==> config.mk <==
export PLATFORM = sky130hd
export DESIGN_NAME = systolic_feed_ctrl_flat
export DESIGN_NICKNAME = d
export VERILOG_FILES = /design/src/rtl/systolic_feed_if.sv /design/src/rtl/systolic_feed_ctrl.sv /design/src/flat_wrapper.sv
export SDC_FILE = /design/constraint.sdc
export NUM_CORES = 1
export LEC_CHECK = 0
export ABC_AREA = 1
export ABC_CLOCK_PERIOD_IN_PS = 4740
export CORE_AREA = 5 5 213 215
export CTS_BUF_LIST = sky130_fd_sc_hd__clkbuf_16
export DETAILED_ROUTE_END_ITERATION = 12
export DIE_AREA = 0 0 218 220
export MAX_ROUTING_LAYER = met4
export PLACE_DENSITY_LB_ADDON = 0.1
export SYNTH_ARGS = -nofsm -noshare
export SYNTH_HDL_FRONTEND = slang
export SYNTH_SLANG_ARGS = --single-unit
==> constraint.sdc <==
create_clock -name clk -period 4.74 [get_ports clk]
set_input_delay 0.948 -clock clk [delete_from_list [all_inputs] [get_ports clk]]
set_output_delay 0.948 -clock clk [all_outputs]
set_load 0.03 [all_outputs]
==> src/rtl/systolic_feed_if.sv <==
// Handshake and datapath bundle between the tile scheduler/buffer side and the feed controller.
interface systolic_feed_if #(
    parameter int unsigned DATA_WIDTH = 16,
    parameter int unsigned N          = 16,
    parameter int unsigned K_WIDTH    = 10,
    parameter int unsigned ADDR_WIDTH = 10
);
    logic                    start;
    logic [K_WIDTH-1:0]      k_len;
    logic [ADDR_WIDTH-1:0]   base_addr;
    logic                    stall;
    logic                    busy;
    logic                    done;
    logic                    rd_en;
    logic [ADDR_WIDTH-1:0]   rd_addr;
    logic [DATA_WIDTH*N-1:0] rd_data;
    logic [DATA_WIDTH*N-1:0] feed_data;
    logic                    skew_en;
    logic                    acc_clear;

    // Scheduler / buffer / array side
    modport master (
        output start, k_len, base_addr, stall, rd_data,
        input  busy, done, rd_en, rd_addr, feed_data, skew_en, acc_clear
    );

    // Feed controller side
    modport slave (
        input  start, k_len, base_addr, stall, rd_data,
        output busy, done, rd_en, rd_addr, feed_data, skew_en, acc_clear
    );
endinterface

==> src/rtl/systolic_feed_ctrl.sv <==
// Sequences one tile of K row-vectors from the operand buffer into the skew bank,
// then flushes zeros through skew stages and array before signalling done.
module systolic_feed_ctrl #(
    parameter int unsigned DATA_WIDTH = 16,
    parameter int unsigned N          = 16,
    parameter int unsigned K_WIDTH    = 10,
    parameter int unsigned ADDR_WIDTH = 10
) (
    input  logic          clk,
    input  logic          rst_n,
    systolic_feed_if.slave bus
);
    localparam int unsigned VEC_W      = DATA_WIDTH * N;
    localparam int unsigned FLUSH_W    = (N > 1) ? $clog2(2 * N - 1) : 1;
    // Flush spans skew depth (N-1) plus array traversal (N-1)
    localparam int unsigned FLUSH_LAST = (N > 1) ? (2 * N - 3) : 0;

    typedef enum logic [2:0] {
        IDLE  = 3'd0,
        CLEAR = 3'd1,
        FEED  = 3'd2,
        FLUSH = 3'd3,
        DONE  = 3'd4
    } state_t;

    state_t                state_q, state_d;
    logic [K_WIDTH-1:0]    k_cnt_q, k_cnt_d;
    logic [K_WIDTH-1:0]    k_len_q, k_len_d;
    logic [ADDR_WIDTH-1:0] base_q, base_d;
    logic [FLUSH_W-1:0]    flush_cnt_q, flush_cnt_d;

    logic                  busy_c;
    logic                  done_c;
    logic                  rd_en_c;
    logic [ADDR_WIDTH-1:0] rd_addr_c;
    logic [VEC_W-1:0]      feed_data_c;
    logic                  skew_en_c;
    logic                  acc_clear_c;
    logic                  last_k;

    assign last_k = (k_cnt_q == (k_len_q - K_WIDTH'(1)));

    // State and tile-context registers
    always_ff @(posedge clk) begin
        if (!rst_n) begin
            state_q     <= IDLE;
            k_cnt_q     <= '0;
            k_len_q     <= '0;
            base_q      <= '0;
            flush_cnt_q <= '0;
        end else begin
            state_q     <= state_d;
            k_cnt_q     <= k_cnt_d;
            k_len_q     <= k_len_d;
            base_q      <= base_d;
            flush_cnt_q <= flush_cnt_d;
        end
    end

    // Next-state, counter updates and per-state outputs; stall freezes FEED/FLUSH
    always_comb begin
        state_d     = state_q;
        k_cnt_d     = k_cnt_q;
        k_len_d     = k_len_q;
        base_d      = base_q;
        flush_cnt_d = flush_cnt_q;
        busy_c      = 1'b0;
        done_c      = 1'b0;
        rd_en_c     = 1'b0;
        rd_addr_c   = '0;
        feed_data_c = '0;
        skew_en_c   = 1'b0;
        acc_clear_c = 1'b0;

        unique case (state_q)
            IDLE: begin
                if (bus.start) begin
                    if (bus.k_len != '0) begin
                        state_d = CLEAR;
                        k_len_d = bus.k_len;
                        base_d  = bus.base_addr;
                        k_cnt_d = '0;
                    end else begin
                        state_d = DONE;
                    end
                end
            end
            CLEAR: begin
                busy_c      = 1'b1;
                acc_clear_c = 1'b1;
                rd_en_c     = 1'b1;
                rd_addr_c   = base_q;
                k_cnt_d     = '0;
                state_d     = FEED;
            end
            FEED: begin
                busy_c      = 1'b1;
                feed_data_c = bus.rd_data;
                if (!bus.stall) begin
                    skew_en_c = 1'b1;
                    if (!last_k) begin
                        rd_en_c   = 1'b1;
                        rd_addr_c = base_q + ADDR_WIDTH'(k_cnt_q) + ADDR_WIDTH'(1);
                        k_cnt_d   = k_cnt_q + K_WIDTH'(1);
                    end else if (N == 1) begin
                        state_d = DONE;
                    end else begin
                        state_d     = FLUSH;
                        flush_cnt_d = '0;
                    end
                end
            end
            FLUSH: begin
                busy_c = 1'b1;
                if (!bus.stall) begin
                    skew_en_c = 1'b1;
                    if (flush_cnt_q == FLUSH_W'(FLUSH_LAST)) begin
                        state_d = DONE;
                    end else begin
                        flush_cnt_d = flush_cnt_q + FLUSH_W'(1);
                    end
                end
            end
            DONE: begin
                busy_c  = 1'b1;
                done_c  = 1'b1;
                state_d = IDLE;
            end
            default: begin
                state_d = IDLE;
            end
        endcase
    end

    assign bus.busy      = busy_c;
    assign bus.done      = done_c;
    assign bus.rd_en     = rd_en_c;
    assign bus.rd_addr   = rd_addr_c;
    assign bus.feed_data = feed_data_c;
    assign bus.skew_en   = skew_en_c;
    assign bus.acc_clear = acc_clear_c;

endmodule

==> src/flat_wrapper.sv <==
// flat-port wrapper written by rule: the top's interface ports become plain ports
module systolic_feed_ctrl_flat 
#(
    parameter int unsigned DATA_WIDTH = 16,
    parameter int unsigned N          = 16,
    parameter int unsigned K_WIDTH    = 10,
    parameter int unsigned ADDR_WIDTH = 10
)
  (clk, rst_n, bus_start, bus_k_len, bus_base_addr, bus_stall, bus_rd_data, bus_busy, bus_done, bus_rd_en, bus_rd_addr, bus_feed_data, bus_skew_en, bus_acc_clear);
  systolic_feed_if #(.DATA_WIDTH(DATA_WIDTH), .N(N), .K_WIDTH(K_WIDTH), .ADDR_WIDTH(ADDR_WIDTH)) bus_i ();
  input  logic clk;
  input  logic rst_n;
  input wire logic [$bits(bus_i.start)-1:0] bus_start;
  input wire logic [$bits(bus_i.k_len)-1:0] bus_k_len;
  input wire logic [$bits(bus_i.base_addr)-1:0] bus_base_addr;
  input wire logic [$bits(bus_i.stall)-1:0] bus_stall;
  input wire logic [$bits(bus_i.rd_data)-1:0] bus_rd_data;
  output wire logic [$bits(bus_i.busy)-1:0] bus_busy;
  output wire logic [$bits(bus_i.done)-1:0] bus_done;
  output wire logic [$bits(bus_i.rd_en)-1:0] bus_rd_en;
  output wire logic [$bits(bus_i.rd_addr)-1:0] bus_rd_addr;
  output wire logic [$bits(bus_i.feed_data)-1:0] bus_feed_data;
  output wire logic [$bits(bus_i.skew_en)-1:0] bus_skew_en;
  output wire logic [$bits(bus_i.acc_clear)-1:0] bus_acc_clear;
  assign bus_i.start = bus_start;
  assign bus_i.k_len = bus_k_len;
  assign bus_i.base_addr = bus_base_addr;
  assign bus_i.stall = bus_stall;
  assign bus_i.rd_data = bus_rd_data;
  assign bus_busy = bus_i.busy;
  assign bus_done = bus_i.done;
  assign bus_rd_en = bus_i.rd_en;
  assign bus_rd_addr = bus_i.rd_addr;
  assign bus_feed_data = bus_i.feed_data;
  assign bus_skew_en = bus_i.skew_en;
  assign bus_acc_clear = bus_i.acc_clear;
  systolic_feed_ctrl #(.DATA_WIDTH(DATA_WIDTH), .N(N), .K_WIDTH(K_WIDTH), .ADDR_WIDTH(ADDR_WIDTH)) u_core (.clk(clk), .rst_n(rst_n), .bus(bus_i));
endmodule
== Word level (Yosys, flattened, before mapping) ==
Cells that the tools add are included.
Storage, ports and cells
  memories kept: 0
  bits in read-only memories: 0
  bits in writable memories: 0
  latch bits: 0
  register bits after elaboration: 38
  bits of input ports: 280
Cells by class
  mux-type cells: 29
  multipliers: 0
  equality and inequality tests: 14
  reductions and logical operators: 10
  bitwise logic cells: 0
  $add $sub $neg: 5
  shift-type cells: 0
  divide/modulo/power cells: 0
  order comparisons: 0
Operators by type and width (count)
  $mux 256: 1
  $mux 10: 6
  $pmux 10 s3: 1
  $add 10x1->10 const B: 2
  $mux 5: 4
  $pmux 10 s2: 1
  $mux 3: 6
  $reduce_and 5->1: 3
  $pmux 3 s4: 1
  $add 10x10->10: 1
  $eq 10x10->1: 1
  $ne 2x2->1 const B: 5
  $pmux 5 s2: 1
  $reduce_bool 10->1: 1
  $sub 10x1->10 const B: 1
  $mux 1: 7
  $eq 3x2->1 const B: 2
  $ne 2x1->1 const B: 3
  $add 5x1->5 const B: 1
  $eq 5x5->1 const B: 1
  $reduce_or 4->1: 1
  $eq 3x1->1 const B: 1
  $eq 3x3->1 const B: 1
  $logic_not 3->1: 1
  5 further kinds: 5

== Depth between registers and ports, before layout ==
Gate-level depths: netlist of run 1.
  depth in word-level cells: 5
  mapped depth: 15

== Worst setup path before layout of run 1 ==
No wires, ideal clock.
  path type: reg-to-output
  from: register u_core.k_cnt_q[0]
  to: output bus_rd_addr[8]
  buffers on the path: 0
  slack: 1354 ps
  cell stages (with the launch flop): 11
  arrival time: 2438 ps
  data required time: 3792 ps
  cells stage by stage: dfxtp_1 -> inv_1 -> ha_1 -> fa_1 -> nor3_1 -> nor2_1 -> nor2_1 -> nor2_1 -> o21bai_1 -> nor2_1 -> o21ai_0
On the way
  word-level cells in the longest chain between the ends: 5
  elaborated cells on any way between the ends: 6
  classes of those cells: add/sub: 2; eq/ne: 1; mux: 3
RTL lines
  start, declared: RTL line systolic_feed_ctrl.sv:27  | logic [K_WIDTH-1:0] k_cnt_q, k_cnt_d;
  start signal, assigned: RTL line systolic_feed_ctrl.sv:53  | k_cnt_q <= k_cnt_d;
  $add 10x10->10: RTL line systolic_feed_ctrl.sv:103  | rd_addr_c = base_q + ADDR_WIDTH'(k_cnt_q) + ADDR_WIDTH'(1);
  $add 10x1->10: RTL line systolic_feed_ctrl.sv:103
  $mux 10 (*): RTL line systolic_feed_ctrl.sv:101  | if (!last_k) begin
  $mux 10 (*): RTL line systolic_feed_ctrl.sv:99  | if (!bus.stall) begin
  $pmux 10 s2 (*): RTL line systolic_feed_ctrl.sv:75  | unique case (state_q)
  end, declared: RTL line flat_wrapper.sv:21  | output wire logic [$bits(bus_i.rd_addr)-1:0] bus_rd_addr;
Every way passes the cells marked *; elsewhere a longest branch is shown, timed or not.

== Final worst setup path of run 1 ==
Same ends and word-level chain as after synthesis.

==> metrics list, run 1 <==
- Compared with the post-synthesis result, the final layout area differs by 136%.
- In this run the power density over the cells is between 300 and 400 nW/um^2.
* Most used standard cell by instance count after synthesis: nor2_1
* Count of input and output buffers: 550
- Max Clock Freq: about 250 MHz
* Clock Skews: 0.00934 ns
- After detailed placement, the total cell area comes to between 10000 and 15000 um^2.
- Final Wtd Congestion: 0.821
* CP Capture Type: primary output
* Post-synthesis instance area: 4680 um^2
* Unrepaired setup endpoints after global routing: false
- Sequential-to-total area share from yosys stat: 16.3%
- Cells after Synth: 959
- Core Region: 43500 um^2
* Clock-pin slew on the worst setup and hold paths: 0.06 ns
- The tool flagged a number of max-cap violations equal to 0.
* Fraction of registers with async set or reset after synthesis: 0%
- Nets: 1782
* Required time at the endpoint of the critical path: 3.79 ns
* Die Wd: between 200 and 250 um
* Level count of the clock H-tree: 2
- Critical path, cell by cell: inv_1, ha_1, fa_1, nor3_1, nor2_1, nor2_1, nor2_1, o21bai_1, nor2_1, o21ai_0, clkdlybuf4s50_1
* Reg area: roughly 760 um^2
- Routed length per placed instance: 19.7 um
- The analysis attributes to cell leakage a power of 5.24 nW.
- For this run, the leading register cell type out of synthesis is dfxtp_1.
- Sum of routed wire length over all layers: slightly above 40 mm
- For this design the top-level I/O count stands at 551.
* Number of CTS-inserted buffers: 5
- Counting flops with a built-in enable in the synthesized netlist gives 0.
- Min Clock Period, post-route: a little over 4 ns
* Root Buffer Master: clkbuf_16
- The clock drives 38 sinks.
- The die covers 48000 um^2.
- The number of antenna violations at the first check in global routing was 23.
- TritonCTS built the clock tree.
- Row cnt: 77
- First-pass GRT wire length: about 55 mm
* WP buf/inv: 2
* Design Area, Final: 11000 um^2
- Vias in the first global route: about 7500
- Largest net degree at the start of global routing: 164
* Largest cells by area after synthesis: nor2_1, inv_1, dfxtp_1
- Clock latency on the worst-skew pair, taken at its later pin, is 0.29 ns.
- Across the VDD grid, the largest voltage drop is approximately 0.3 mV.
- After synthesis, the mean cell area works out to 4.88 um^2.
- Summed negative setup slack over all endpoints: 0 ns
* Top cells by instance count after synthesis: nor2_1, inv_1, nand2_1
* Number of hold-slack violations in the final timing report: 0
- First drt pass iteration count: 4
- Worst hold slack across all endpoints: slightly below 0.5 ns
- Final cycle utilization of the critical path: 86.0%
* Filler Cells Inserted: slightly above 5000
- Sum of net half-perimeters after detailed placement: 36.3 mm
* Most used cell, CP: nor2_1
- Count of synthesis-stage warnings from yosys: 0
* Run status: completed
- CP arrival: 3.13 ns
- Post-CTS resize count: 0
- Synthesis-stage register bit count: 38
* Crit path max-delay family: buffers and inverters
- No sink is reached through more buffers than the 2 on the longest clock path.
- Dominant cell type by area after synthesis: nor2_1
- The initial utilization of the core area, before any placement, comes to 10.7%.
* Via count: between 7000 and 8000
- Cell at the slowest stage of the critical path: clkdlybuf4s50_1
- HP Class: register to register
- Post-CTS Setup Repair Bufs: 0
- Global route total overflow: 0
- In this run, the number of DRC markers left after iteration 0 of detailed routing was 304.
* Antenna Violating Nets Remaining: 0
- Max_slew headroom: 24.7%
- At the pin with the least slew margin, the transition time is about 1.1 ns.
* Cts hold-fix bufs: 0
- Using the TritonRoute via totals, the vias-per-cell ratio works out to between 3 and 4.
- The worst setup path is launched from a register.
- Summed over its instances, the top area cell type makes up 26.9% of the synthesized netlist area.
* Die Ht: 220 um
* Cell variety after synth: 34
- In the final layout, the share of cells above drive strength 1 is around 1.8%.
- Total global routing track utilization: between 15 and 20%
- Counting every net in the synthesized netlist gives between 1000 and 1500.
* Footprint of the multi-input gates: around 2600 um^2
- Setup violation total in the final timing report: 0
* Largest stage delay, worst path: 0.71 ns
* Max-slew violations: 0
* Critical setup path kind: register to primary output
- In this run the worst path has a maximum fanout of 8.
* DRC violation count after routing: 0
## worst reg2reg max path, cell delays in order (launching register included)
cell,delay (ns)
dfxtp_1,0.33
inv_1,0.15
ha_1,0.21
nand2_1,0.10
nor2_1,0.15
nand2_1,0.09
nand3b_1,0.09
nand2_1,0.06
nor2_1,0.13
nand3_2,0.13
nand3_2,0.22
buf_4,0.25
nand2_2,0.17
nand2_1,0.11
a21oi_1,0.07
## layout by cell type (no fill, tap or decap), types with 2 or more instances in the layout
cell type,synthesis,routed
diode_2,0,7
o21ai_0,34,34
nand3_1,26,26
ha_1,13,13
inv_1,298,298
clkbuf_16,0,5
nand4_1,2,2
buf_4,1,11
nand3b_1,3,3
xor2_1,13,13
clkdlybuf4s50_1,0,550
a21oi_1,32,32
nand3_2,2,2
nor3_1,6,6
o21bai_1,2,2
dfxtp_1,38,38
nand2_1,90,90
o22ai_1,2,2
nor2_1,335,335
xnor2_1,8,8
inv_2,2,2
nand2_2,3,3
## logic make-up after synthesis
logic type	after synthesis	synth area share, %
and+or+nand+nor	471	39.9
buffers and inverters	340	27.6
AOI/OAI and AO/OA	75	8.40
DFF	38	16.3
xor gates and xnor gates	21	3.93
adders and majority gates	14	3.90
## routing by layer
layer  track usage [%]  wire, um  vias to the layer above
met1              16.4     14700                     3322
met2              33.2     23600                      250
li1                  -         -                     3748
met5                 -         0                        -
met4              1.53       484                        0
met3              3.70      2270                       39
## registers in the layout, summed over array words and instances, names as in the netlist
name	cells
u_core.state_q	3
u_core.base_q	10
u_core.k_len_q	10
u_core.flush_cnt_q	5
u_core.k_cnt_q	10
## cell type report
type                       instances  area share [%]
multi-input combinational        581            23.8
clock inverter                     2           0.306
antenna                            7           0.159
sequential                        38            6.90
inverter                         301            10.3
tap                              592            6.72
clock buffer                       5            1.13
timing repair buffer             561            50.7
## per-stage QoR
step	power (mW)	setup WS [ns]	util [%]	std cells
2_1_floorplan	2.37	1.35	-	959
4_1_cts	4.47	0.637	25.3	2080
5_1_grt	4.68	0.434	25.3	2082
3_3_place_gp	4.09	0.901	24.9	2073
6_report	4.39	0.665	25.3	2087
3_5_place_dp	4.06	0.898	24.9	2073
## worst paths after layout
path / startpoint / to / slack [ns] / cells past startpoint
worst max-delay path: u_core.k_cnt_q[0] / bus_rd_addr[8] / 0.67 / 11
worst max register to register: u_core.k_len_q[0] / u_core.k_cnt_q[5] / 2.33 / 14
worst min register to register: u_core.flush_cnt_q[3] / u_core.flush_cnt_q[3] / 0.49 / 2
worst min-delay path: u_core.flush_cnt_q[3] / u_core.flush_cnt_q[3] / 0.49 / 2
## where the power goes
part / leakage [nW] / switching, mW / internal, mW
Combinational: 4.86 / 2.24 / 1.32
Sequential: 0.311 / 0.0660 / 0.381
Clock: 0.0774 / 0.140 / 0.244
Note: power is estimated with default switching activity, not from simulation.
==> run 2, diff against run 1 <==
--- a/config.mk
+++ b/config.mk
@@ -5,12 +5,12 @@
 export SDC_FILE = /design/constraint.sdc
 export NUM_CORES = 1
 export LEC_CHECK = 0
-export ABC_AREA = 1
+export ABC_AREA = 0
 export ABC_CLOCK_PERIOD_IN_PS = 4740
-export CORE_AREA = 5 5 213 215
+export CORE_AREA = 5 5 211 213
 export CTS_BUF_LIST = sky130_fd_sc_hd__clkbuf_16
 export DETAILED_ROUTE_END_ITERATION = 12
-export DIE_AREA = 0 0 218 220
+export DIE_AREA = 0 0 216 218
 export MAX_ROUTING_LAYER = met4
 export PLACE_DENSITY_LB_ADDON = 0.1
 export SYNTH_ARGS = -nofsm -noshare
==> run 2 against run 1 <==
  * Cell count decreased by 19%
  * Die area decreased by 1.8%
  * Sequential share of layout area increased by 0.33 points
  * First-iteration DRC count decreased by 34%
  * Clock skew decreased by 0.0042 ns
  * Critical path type unchanged
  * Critical endpoint is now bus_rd_addr[9]
  * Largest power group unchanged
  * Highest routed layer unchanged
==> metrics list, run 2 <==
* Count of input and output buffers: 550 (unchanged)
- The cell depth of the worst hold path is 2 (unchanged).
- Antenna Violating Nets Remaining: 0 (unchanged)
- The fraction of registers with async set/reset is 0% (unchanged).
* Clock Skews: 0.00513 ns (-0.00421 ns)
* Min Clock Period, post-route: 4.29 ns (+0.216 ns)
- Drt initial violations: 201 (-34%)
* Share of Yosys cell area claimed by the top area cell type: 37.6% (+11 points)
- Dominant cell type by area after synthesis: and2_1
- Crit Path Max Fanout: 27 (+19)
- Die Wd: 216 um (-0.92%)
* Layout Area Growth over Synthesis: 145%
- Summed negative setup slack over all endpoints: 0 ns (unchanged)
* Sum of routed wire length over all layers: 46.1 mm (+12%)
* Post-layout power: 2.23 mW (-49%)
- Number of CTS-inserted buffers: 5 (unchanged)
- Worst hold slack across all endpoints: 0.471 ns (-0.0221 ns)
- The tree is rooted in a clkbuf_16.
- Mean instance size in the synthesized netlist: 6.90 um^2 (+41%)
- Nets: 1433 (-20%)
- Max-slew violations: 0 (unchanged)
- VDD IR max: 0.127 mV (-57%)
- The clock network latency to the later pin of the worst-skew pair came to 0.29 ns (about the same).
* Commonest non-fill, non-tap cell in the layout: clkdlybuf4s50_1
- HP Class: register to register
- Count of synthesis-stage warnings from yosys: 0 (unchanged)
- Final cycle utilization of the critical path: 90.5% (+4.5 points)
* Required time at the endpoint of the critical path: 3.79 ns (about the same)
* Post-Place Worst Slack: 0.724 ns (-0.174 ns)
- The post-route standard cell area excluding fillers came to 10500 um^2 (-4.5%).
- Avg Vias per Cell: 3.69 (+4.5%)
- The clock net sink count was 38 (unchanged).
- The worst setup path is captured at a primary output.
* Primary FF master, synth: dfxtp_1
- Post-CTS Setup Repair Bufs: 0 (unchanged)
- The floorplan core area came to 42500 um^2 (-2.4%).
- Max-Cap Viols: 0 (unchanged)
- Slew at the pin closest to its max-slew limit: 0.967 ns (-0.163 ns)
* Cell area power density: 212 nW/um^2 (-47%)
- First drt pass iteration count: 4 (unchanged)
- Max Clock Freq: 233 MHz (-5.0%)
* Initial antenna violation count: 24 (+4.3%)
- The die outline area was 47100 um^2 (-1.8%).
* Synthesized net count: 917 (-27%)
* Post-CTS resize count: 0 (unchanged)
* Sum of net half-perimeters after detailed placement: 40.3 mm (+11%)
- Cts hold-fix bufs: 0 (unchanged)
- The vertical extent of the die came to 218 um (-0.91%).
* Sequential-to-total area share from yosys stat: 17.7% (+1.4 points)
- P_leak: 3.81 nW (-27%)
- Cell variety after synth: 53 (+56%)
- Global route total overflow: 0 (unchanged)
* Largest net degree at the start of global routing: 172 (+4.9%)
- The slack of the critical path came to 0.450 ns (-0.216 ns).
* Number of hold-slack violations in the final timing report: 0 (unchanged)
- Level count of the clock H-tree: 2 (unchanged)
- CP arrival: 3.34 ns (+0.21 ns)
* Total instance count after detailed placement: 1678 (-19%)
- Largest cells by area after synthesis: and2_1, dfxtp_1, nand2_1
- Via count: 6248 (-15%)
- The summed instance area of the synthesized netlist is 4300 um^2 (-8.2%).
- The largest registers in the layout are u_core.base_q x10, u_core.k_cnt_q x10, u_core.k_len_q x10.
* Clk buf depth: 2 (unchanged)
* First-pass GRT wire length: 59.8 mm (+8.1%)
- Post-layout instance count excluding filler cells: 1695 (-19%)
* Setup violation total in the final timing report: 0 (unchanged)
* Routed length per placed instance: 27.2 um (+38%)
* Clock-pin slew on the worst setup and hold paths: 0.06 ns (about the same)
- Unrepaired setup endpoints after global routing: false
* DRC violation count after routing: 0 (unchanged)
- The cell area after placement is 10400 um^2 (-4.5%).
- The number of top-level design ports came to 551 (unchanged).
- Vias in the first global route: 6457 (-14%)
- Final Wtd Congestion: 0.846 (+3.0%)
- The fraction of layout cells with a size suffix above 1 came to 1.93% (+0.12 points).
* TritonCTS clock tree: yes
* Cells after Synth: 623 (-35%)
- Run status: completed
- In the layout the commonest cells are clkdlybuf4s50_1, and2_1, nand2_1.
- Max_slew headroom: 35.0% (+10 points)
* Critical setup path kind: register to primary output
* Final core utilization: 24.8% (-0.55 points)
* Most used standard cell by instance count after synthesis: and2_1
- Worst-case reg-to-reg path depth: 10 (-4)
- Filler Cells Inserted: 4692 (-7.3%)
* Number of enable-type register cells in the synthesized netlist: 0 (unchanged)
- Synthesis-stage register bit count: 38 (unchanged)
- Row cnt: 76 (-1.3%)
- The all-layer global routing usage came to 19.0% (+2.6 points).
- Initial standard-cell utilization of the core: 10.1% (-0.63 points)
* Top cells by instance count after synthesis: and2_1, nand2_1, clkbuf_1
- Startpoint type of the worst setup path: register
==> run 2: changes by cell type after synthesis, moves of 5 or more <==
cell and delta:
nand3_1 -18, nor2_1 -310, o31ai_1 +5, a21oi_1 -23, and2_1 +258, inv_1 -288, o21ai_0 -21, nand2_1 -22
a21boi_0 +22, nand2b_1 +12, clkbuf_1 +10
==> run 2: path summary, 6_finish.rpt <==
kind                     start                end  slack (ns)
max reg2reg  u_core.k_len_q[0]  u_core.k_cnt_q[6]        2.13
min reg2reg   u_core.base_q[0]   u_core.base_q[0]        0.47
max          u_core.k_len_q[0]     bus_rd_addr[9]        0.45
min           u_core.base_q[0]   u_core.base_q[0]        0.47
==> run 2: layout make-up <==
class / instances / area, um^2 / area share [%]
Sequential cell: 38 / 761 / 7.22
Clock inverter: 3 / 12.5 / 0.119
Tap cell: 546 / 683 / 6.49
Timing Repair Buffer: 555 / 5570 / 52.9
Antenna cell: 9 / 22.5 / 0.214
Multi-Input combinational cell: 528 / 3320 / 31.5
Clock buffer: 5 / 125 / 1.19
Inverter: 11 / 41.3 / 0.392
==> run 2: kinds of logic (layout without fill, tap and decap cells) <==
| group | after synthesis | in the layout | synth area share [%] |
|---|---|---|---|
| other | 0 | 9 | 0 |
| AO/OA/AOI/OAI | 72 | 72 | 11.9 |
| adder cells (fa/ha/maj) | 14 | 14 | 4.25 |
| AND/OR/NAND/NOR | 418 | 418 | 55.7 |
| multiplexers | 4 | 4 | 0.932 |
| XOR/XNOR | 20 | 20 | 4.08 |
| buffers and inverters | 57 | 574 | 5.39 |
| flip-flops | 38 | 38 | 17.7 |
==> run 2: power by group <==
group          internal (mW)  switching [mW]
registers              0.340          0.0311
clock network          0.190           0.138
logic                  0.679           0.854
==> run 2: metal layers <==
layer	GRT usage [%]	wire, um
met3	12.2	6440
met1	21.2	18100
met4	1.14	210
met2	30.2	21300
met5	-	0
==> run 2: worst max-delay path: stages, from the launching register on <==
cell             delay, ns
dfxtp_1               0.42
inv_1                 0.10
ha_1                  0.28
nor2b_1               0.16
a221oi_1              0.30
nor2_1                0.09
a221oi_2              0.39
nand2b_1              0.17
buf_4                 0.28
o21bai_1              0.15
a21boi_0              0.10
clkdlybuf4s50_1       0.60
==> run 3, diff against run 2 <==
--- a/config.mk
+++ b/config.mk
@@ -7,7 +7,7 @@
 export LEC_CHECK = 0
 export ABC_AREA = 0
 export ABC_CLOCK_PERIOD_IN_PS = 4740
-export CORE_AREA = 5 5 211 213
+export CORE_AREA = 2 2 214 216
 export CTS_BUF_LIST = sky130_fd_sc_hd__clkbuf_16
 export DETAILED_ROUTE_END_ITERATION = 12
 export DIE_AREA = 0 0 216 218
==> run 3 against run 2 <==
  * Global-route usage decreased by 0.64 points
  * Sequential share of layout area decreased by 0.055 points
  * Non-clock buffer count increased by 2
  * Sequential cell count stayed put
  * Via count fell by 0.74%
  * First-iteration DRC count rose by 56%
  * Setup slack improved by 0.060 ns
  * Combinational power about the same
  * Power decreased by 0.13%
  * Critical path depth unchanged
  * Critical endpoint is now bus_rd_addr[8]
==> metrics list, run 3 (synthesis results as in run 2) <==
- The initial core utilization was 9.57% (-0.54 points).
- Unrepaired setup endpoints after global routing: false
* Drt initial violations: 314 (+56%)
- Crit Path Max Fanout: 5 (-81%)
- Sum of net half-perimeters after detailed placement: 37.7 mm (-6.3%)
* Row cnt: 78 (+2.6%)
* Largest net degree at the start of global routing: 130 (-24%)
- Clk buf depth: 2 (unchanged)
- The fraction of layout cells with a size suffix above 1 is 2.10% (+0.17 points).
* Number of hold-slack violations in the final timing report: 0 (unchanged)
* Critical Path Source: u_core.k_cnt_q[0]
- TritonCTS built the clock tree.
- Min Clock Period, post-route: 4.23 ns (-0.0598 ns)
- Layout Area Growth over Synthesis: 147%
- The worst setup path is captured at a primary output.
- Run status: completed
* HP Class: register to register
- The number of antenna violations at the first check in global routing was 21 (-13%).
- The number of post-CTS setup repair buffers came to 0 (unchanged).
- The number of top-level design ports was 551 (unchanged).
- Max Clock Freq: 236 MHz (+1.4%)
- The number of global-route vias before repair came to 6407 (-0.77%).
* Cell area power density: 210 nW/um^2 (-0.88%)
* Total global routing track utilization: 18.3% (-0.64 points)
* Summed negative setup slack over all endpoints: 0 ns (unchanged)
- The worst setup path is of the register to primary output kind.
- The die outline area came to 47100 um^2 (unchanged).
- Final Wtd Congestion: 0.873 (+3.2%)
- The total DRC errors in the routed layout is 0 (unchanged).
- The clock network latency to the later pin of the worst-skew pair came to 0.29 ns (about the same).
- The number of buffers inserted during clock tree synthesis was 5 (unchanged).
* Max_slew headroom: 42.7% (+7.7 points)
- Source of the worst register-to-register timing path: u_core.k_cnt_q[5]
- Nets: 1435 (+0.14%)
- Global route total overflow: 0 (unchanged)
- Routed length per placed instance: 24.9 um (-8.3%)
- Hold_sp: u_core.base_q[0]
* Post-CTS resize count: 0 (unchanged)
* Root Buffer Master: clkbuf_16
- Required time at the endpoint of the critical path: 3.79 ns (about the same)
- Filler Cells Inserted: 4965 (+5.8%)
- The number of buffers inserted by hold repair at cts came to 0 (unchanged).
* P_leak: 3.82 nW (+0.24%)
* Level count of the clock H-tree: 2 (unchanged)
- Antenna Violating Nets Remaining: 0 (unchanged)
- The horizontal extent of the die came to 216 um (unchanged).
- The vertical extent of the die came to 218 um (unchanged).
* CTS sink cnt: 38 (unchanged)
* Max-Cap Viols: 0 (unchanged)
- Avg Vias per Cell: 3.54 (-3.9%)
- Final cycle utilization of the critical path: 89.3% (-1.3 points)
* Most used cells in the layout excluding fill and tap cells: clkdlybuf4s50_1, and2_1, nand2_1
* Sum of routed wire length over all layers: 43.6 mm (-5.4%)
- Slew at the pin closest to its max-slew limit: 0.859 ns (-0.108 ns)
* Commonest non-fill, non-tap cell in the layout: clkdlybuf4s50_1
* Largest registers: u_core.base_q x10, u_core.k_cnt_q x10, u_core.k_len_q x10
* Via count: 6202 (-0.74%)
- Clock Skews: 0.00195 ns (-0.00318 ns)
* Max-slew violations: 0 (unchanged)
- Core Region: 44900 um^2 (+5.6%)
- The clock-pin transition on the worst setup and hold timing paths came to 0.06 ns (about the same).
- Startpoint type of the worst setup path: register
- The wire length of the first global-routing pass was 57.6 mm (-3.7%).
* Count of input and output buffers: 550 (unchanged)
* First drt pass iteration count: 4 (unchanged)
- The count of final setup violators was 0 (unchanged).
- The worst-case vdd ir drop was 0.122 mV (-4.4%).
- CP arrival: 3.28 ns (-0.06 ns)
* Post-layout power: 2.23 mW (-0.13%)
## run 3: cell types whose count changed in the layout (fill, tap and decap cells not counted), sizes merged
| cell | previous run | this run |
|---|---|---|
| diode | 9 | 8 |
| buf | 5 | 7 |
## run 3: area by class of cell
type                            instances  area [um^2]  share of cell area (%)
Clock buffer                            5          125                    1.18
Clock inverter                          3         12.5                   0.118
Tap cell                              600          751                    7.08
Antenna cell                            8         20.0                   0.189
Sequential cell                        38          761                    7.17
Timing Repair Buffer                  557         5580                    52.6
Inverter                               11         41.3                   0.389
Multi-Input combinational cell        528         3320                    31.3
## run 3: path summary, 6_finish.rpt
check | endpoint | slack (ns) | cells after the start
setup / recovery | bus_rd_addr[8] | 0.51 | 11
hold reg to reg | u_core.base_q[0] | 0.47 | 2
hold / removal | u_core.base_q[0] | 0.47 | 2
setup reg to reg | u_core.k_cnt_q[6] | 2.19 | 8
## run 3: report_power, final
group	total (mW)	switching (mW)	internal, mW	leakage (nW)
clock network	0.336	0.145	0.191	0.0725
registers	0.370	0.0299	0.340	0.309
logic	1.52	0.842	0.682	3.44
total	2.23	1.02	1.21	3.82
## run 3: critical path: stages, from the launching register on
cell and delay, ns:
dfxtp_1 0.42, inv_1 0.11, ha_1 0.23, fa_1 0.46
nor2b_1 0.14, o21ai_0 0.11, a21boi_0 0.28, o21ai_0 0.16
a21oi_1 0.19, xnor2_1 0.08, o21ai_0 0.13, clkdlybuf4s50_1 0.69
## run 3: metrics by stage
step / instances / setup WS (ns) / instance area, um^2 / utilization (%) / hold slack, ns
floorplan: 623 / 1.26 / 4300 / - / 0.443
global placement: 1734 / 0.794 / 10500 / 23.3 / 0.472
detailed placement: 1734 / 0.782 / 10500 / 23.3 / 0.465
CTS: 1742 / 0.508 / 10600 / 23.6 / 0.474
global route: 1745 / 0.224 / 10600 / 23.6 / 0.518
finish: 1750 / 0.510 / 10600 / 23.6 / 0.473
## run 3: per-layer routing
layer | global-route usage (%) | wire [um] | share of wire, % | up-vias
li1 | - | - | - | 3059
met1 | 22.1 | 18100 | 41 | 2861
met2 | 28.2 | 19500 | 45 | 259
met3 | 9.75 | 5800 | 13 | 23
met4 | 1.23 | 194 | 0.45 | 0
met5 | - | 0 | 0 | -
